**src/rtl/inst_encoder.sv**
```systemverilog
// RISC-V instruction word encoder feeding a 2-entry output FIFO with a handshake counter.
// Optional immediate range checking is enabled by defining INST_ENCODER_RANGE_CHECK_EN.
module inst_encoder #(
    parameter int COUNT_W = 16
) (
    input  logic               clk,
    input  logic               rst,
    input  logic               in_valid,
    output logic               in_ready,
    input  logic [2:0]         fmt,
    input  logic [6:0]         opcode,
    input  logic [4:0]         rd,
    input  logic [4:0]         rs1,
    input  logic [4:0]         rs2,
    input  logic [2:0]         funct3,
    input  logic [6:0]         funct7,
    input  logic [31:0]        imm,
    output logic               out_valid,
    input  logic               out_ready,
    output logic [31:0]        out_inst,
    output logic               out_err,
    output logic [COUNT_W-1:0] inst_count
);

    localparam logic [2:0] FMT_R     = 3'd0;
    localparam logic [2:0] FMT_I     = 3'd1;
    localparam logic [2:0] FMT_S     = 3'd2;
    localparam logic [2:0] FMT_B     = 3'd3;
    localparam logic [2:0] FMT_U     = 3'd4;
    localparam logic [2:0] FMT_J     = 3'd5;
    localparam logic [2:0] FMT_SHAMT = 3'd6;
    localparam logic [2:0] FMT_RSVD  = 3'd7;

    logic [31:0]        enc_inst;
    logic               enc_err;
    logic [32:0]        mem_q [2];
    logic               wr_ptr_q;
    logic               rd_ptr_q;
    logic [1:0]         occ_q;
    logic [1:0]         occ_d;
    logic [COUNT_W-1:0] count_q;
    logic               push;
    logic               pop;
    logic [32:0]        head;

    always_comb begin
        enc_inst = {funct7, rs2, rs1, funct3, rd, opcode};
        case (fmt)
            FMT_I:     enc_inst = {imm[11:0], rs1, funct3, rd, opcode};
            FMT_S:     enc_inst = {imm[11:5], rs2, rs1, funct3, imm[4:0], opcode};
            FMT_B:     enc_inst = {imm[12], imm[10:5], rs2, rs1, funct3, imm[4:1], imm[11], opcode};
            FMT_U:     enc_inst = {imm[31:12], rd, opcode};
            FMT_J:     enc_inst = {imm[20], imm[10:1], imm[11], imm[19:12], rd, opcode};
            FMT_SHAMT: enc_inst = {funct7, imm[4:0], rs1, funct3, rd, opcode};
            default:   enc_inst = {funct7, rs2, rs1, funct3, rd, opcode};
        endcase
    end

    // A signed immediate fits its field when every bit above the field's sign bit matches it.
    always_comb begin
        enc_err = 1'b0;
`ifdef INST_ENCODER_RANGE_CHECK_EN
        case (fmt)
            FMT_I, FMT_S: enc_err = !((&imm[31:11]) || !(|imm[31:11]));
            FMT_B:        enc_err = imm[0] || !((&imm[31:12]) || !(|imm[31:12]));
            FMT_J:        enc_err = imm[0] || !((&imm[31:20]) || !(|imm[31:20]));
            FMT_U:        enc_err = |imm[11:0];
            FMT_SHAMT:    enc_err = |imm[31:5];
            FMT_RSVD:     enc_err = 1'b1;
            default:      enc_err = 1'b0;
        endcase
`endif
    end

    // in_ready depends only on registered occupancy and rst, never on out_ready.
    assign in_ready   = (occ_q != 2'd2) && !rst;
    assign out_valid  = (occ_q != 2'd0);
    assign push       = in_valid && in_ready;
    assign pop        = out_valid && out_ready;
    assign head       = mem_q[rd_ptr_q];
    assign out_inst   = out_valid ? head[31:0] : 32'd0;
    assign out_err    = out_valid ? head[32] : 1'b0;
    assign inst_count = count_q;
    assign occ_d      = occ_q + {1'b0, push} - {1'b0, pop};

    always_ff @(posedge clk) begin
        if (push) begin
            mem_q[wr_ptr_q] <= {enc_err, enc_inst};
        end
    end

    always_ff @(posedge clk) begin
        if (rst) begin
            wr_ptr_q <= 1'b0;
            rd_ptr_q <= 1'b0;
            occ_q    <= 2'd0;
            count_q  <= '0;
        end else begin
            if (push) begin
                wr_ptr_q <= ~wr_ptr_q;
            end
            if (pop) begin
                rd_ptr_q <= ~rd_ptr_q;
                count_q  <= count_q + COUNT_W'(1);
            end
            occ_q <= occ_d;
        end
    end

endmodule

```
**config.mk**
```make
export PLATFORM = sky130hd
export DESIGN_NAME = inst_encoder
export DESIGN_NICKNAME = d
export VERILOG_FILES = /design/src/rtl/inst_encoder.sv
export SDC_FILE = /design/constraint.sdc
export NUM_CORES = 1
export LEC_CHECK = 0
export CAP_MARGIN = 20
export CORE_ASPECT_RATIO = 0.75
export CORE_MARGIN = 2
export CORE_UTILIZATION = 47
export CTS_CLUSTER_DIAMETER = 30
export DETAILED_ROUTE_END_ITERATION = 8
export PLACE_DENSITY = 0.89
export SYNTH_ARGS = -nofsm -noshare
export SYNTH_HDL_FRONTEND = slang
export SYNTH_SLANG_ARGS = --single-unit
```
**constraint.sdc**
```tcl
create_clock -name clk -period 3.4 [get_ports clk]
set_input_delay 0.34 -clock clk [delete_from_list [all_inputs] [get_ports clk]]
set_output_delay 0.34 -clock clk [all_outputs]
set_load 0.005 [all_outputs]
```
==> results.md <==
- Post-synthesis async set-or-reset flop share: 0%
- Remaining antenna violation count: 0
- Antenna violations before repair: 0
- Post-synth top area share: 47.5%
- Final setup violation count: 0
- Rows: 29
- GRT overflow: 0
- Number of buffers on the longest clock path: 2
- Final period utilization: between 70% and 80%
- Clock transition at the register clock pins on the worst setup and hold paths after CTS: roughly 0.060 ns
- Clock latency on the worst-skew pair: ~0.33 ns
- Total power divided by cell area: ~560 nW/um^2
- TritonCTS clock tree: built
- Final Hold Violating Endpoints: 0
- Aggregate negative setup slack: 0 ns
- Port Buf Inserts: 120
- Clock Tree Root: sky130_fd_sc_hd__clkbuf_16
- First-pass iteration count of the detailed router: 4
- Wire per inst: around 16 microns
- Post-Syn Nets: approximately 420
- Biggest area consumer among synthesized cells: sky130_fd_sc_hd__edfxtp_1
- Final Wtd Congestion: about 0.87
- Placed wire-length estimate: roughly 6.9 mm
- Sum of internal, switching and leakage power: between 3 and 4 mW
- Post-CTS Setup Bufs: 0
- Global Route Usage Sum: about a fifth
- Most common cell after layout, fill and taps aside: sky130_fd_sc_hd__clkdlybuf4s50_1
- Leakage power total: 1.99 nW
- Post-DR vias/cell: around 5.4
- Setup skew after layout: between 0.005 and 0.006 ns
- Crit-path max FO: 22
- Avg Synthesized Cell Area: around 12 sq um
- Most instantiated flip-flop cell in the synthesis netlist: sky130_fd_sc_hd__edfxtp_1
- # Max-Cap Violations: 0
- Number of synthesized flops with an enable pin: between 60 and 70
- Total standard cell area after synthesis: between 4000 and 5000 sq um
- Max Clock Freq: slightly below 400 MHz
- Mapped Cells: roughly 350
- Count of distinct cell types in the synthesized netlist: 38
- Number of global-route vias before repair: between 3000 and 4000
- Die W: between 100 and 150 microns
- Total Nets Final: 539
- Worst relative slew slack: roughly 47%
- Floorplan die area: ~9400 sq um
- Hold bufs inserted after CTS: 0
- Critical Path Start Type: flop
- Worst supply voltage drop on vdd: slightly below 0.0003 V
- Initial detailed-routing violation count: 146
- Wirelength, routed: approximately 9.5 mm
- Die Ht: ~84 microns
- Result of the run: completed
- RSZ-0062 raised after global routing: false
- Start-to-end type of the worst setup path: flop to primary output
- Ratio of cells with drive above 1 in the final layout: ~11%
- CTS H-tree lvls: 3
- Number of primary I/O pins: approximately 120
- Most frequent cells in the layout: 120 x sky130_fd_sc_hd__clkdlybuf4s50_1, 64 x sky130_fd_sc_hd__edfxtp_1, 56 x sky130_fd_sc_hd__nor2_1
- Total inserted antenna cells: 0
- Number of clock sinks seen by CTS: 85
- Actual slew at the worst max-slew pin: around 0.80 ns
- Pin count of the biggest net entering global routing: 34
- Post-synthesis register bit count: 85
- Placeable core region: between 8000 and 9000 sq um
- Number of slew-limit violations in the final report: 0
- Data required, critical path: slightly above 3 ns
- Crit. End Element: primary output
- Routed vias: 3103
- Remaining DRCs: 0
- Number of resized instances in the post-cts repair step: 0
- Worst EP arrival: about 2.2 ns
- Effective utilization at floorplan: between 40 and 50%
- Hold/Removal Path Class: flop to flop
- Seq/Total Area, Yosys: just under 60%
- Worst hold slack after final layout: between 0.5 and 0.6 ns
- Area Growth Syn to Fin: 41.4%
- Number of warnings issued by yosys: 0
- First-pass GRT wire length: 15.1 mm
- Number of buffers inserted during clock tree synthesis: 9
- Area contributors post-synth: sky130_fd_sc_hd__edfxtp_1 48%, sky130_fd_sc_hd__mux2i_1 11%, sky130_fd_sc_hd__dfxtp_1 10%
- Clock period minus worst slack: approximately 2.5 ns
synthesized netlist by cell type (3+ instances only):
cell                       count
sky130_fd_sc_hd__nor3_1        4
sky130_fd_sc_hd__inv_1        12
sky130_fd_sc_hd__dfxtp_1      21
sky130_fd_sc_hd__a21o_1        4
sky130_fd_sc_hd__nand3_1       4
sky130_fd_sc_hd__mux2i_1      45
sky130_fd_sc_hd__xnor2_1      11
sky130_fd_sc_hd__mux2_2       19
sky130_fd_sc_hd__ha_1          3
sky130_fd_sc_hd__clkbuf_1     14
sky130_fd_sc_hd__nand2_1      12
sky130_fd_sc_hd__o21ai_0      13
sky130_fd_sc_hd__nor2_1       59
sky130_fd_sc_hd__a22oi_1       9
sky130_fd_sc_hd__edfxtp_1     64
sky130_fd_sc_hd__a21oi_1      13
sky130_fd_sc_hd__buf_1         5
sky130_fd_sc_hd__or3_1         5
flip-flops by register name, indices dropped and copies added (netlist names), named ones only:
register,cells
inst_count,16
mem_q,64
occ_q,2
rd_ptr_q,1
wr_ptr_q,1
path summary, 6_finish.rpt:
kind / start / to / slack (ns) / cells after the start
setup reg to reg: occ_q[1] / occ_q[1] / 1.31 / 8
setup / recovery: flop / out_inst[12] / 0.86 / 4
hold reg to reg: inst_count[15] / inst_count[15] / 0.50 / 2
hold / removal: inst_count[15] / inst_count[15] / 0.50 / 2
metrics by stage:
stage | util [%] | area [sq um] | cells | setup slack, ns
4_1_cts | 67.9 | 5720 | 578 | 0.839
6_report | 67.9 | 5720 | 578 | 0.859
3_3_place_gp | 64.0 | 5390 | 562 | 1.01
2_1_floorplan | - | 4040 | 345 | 0.986
5_1_grt | 67.9 | 5720 | 578 | 0.762
3_5_place_dp | 64.0 | 5390 | 562 | 0.833
worst max-delay path, stage by stage (launching register included):
cell,delay [ns]
sky130_fd_sc_hd__dfxtp_2,0.78
sky130_fd_sc_hd__buf_4,0.29
sky130_fd_sc_hd__mux2i_1,0.09
sky130_fd_sc_hd__nor2_1,0.14
sky130_fd_sc_hd__clkdlybuf4s50_1,0.58
area by class of cell:
class | count | area (sq um)
Fill cell | 659 | 2700
Sequential cell | 85 | 2340
Multi-Input combinational cell | 228 | 1600
Timing Repair Buffer | 129 | 1270
Clock buffer | 12 | 279
Tap cell | 108 | 135
Clock inverter | 4 | 51.3
Inverter | 12 | 45.0
power by group:
| group | internal [mW] | switching [mW] |
|---|---|---|
| Clock | 0.660 | 0.380 |
| Sequential | 1.22 | 0.0925 |
| Combinational | 0.497 | 0.362 |
cells by family (layout without fill, tap and decap cells):
logic type | count (synthesis) | count (layout) | share of synthesized area, %
AO/OA/AOI/OAI | 50 | 50 | 7.80
XOR/XNOR | 13 | 13 | 2.82
adder cells (fa/ha/maj) | 3 | 3 | 0.928
buffers and inverters | 32 | 157 | 3.06
flip-flops | 85 | 85 | 57.9
multiplexers | 64 | 64 | 16.4
other | 1 | 1 | 0.0927
AND/OR/NAND/NOR | 97 | 97 | 11.0
per-layer routing:
| layer | share of wire (%) | wire (microns) | GRT usage (%) | up-vias |
|---|---|---|---|---|
| met5 | 0 | 0 | 0 | - |
| met4 | 1.9 | 183 | 5.72 | 0 |
| met3 | 7.8 | 747 | 8.74 | 20 |
| met2 | 50 | 4730 | 36.1 | 109 |
| met1 | 41 | 3860 | 22.4 | 1489 |
| li1 | - | - | - | 1485 |
No activity file was read; power rests on OpenSTA's default activity.
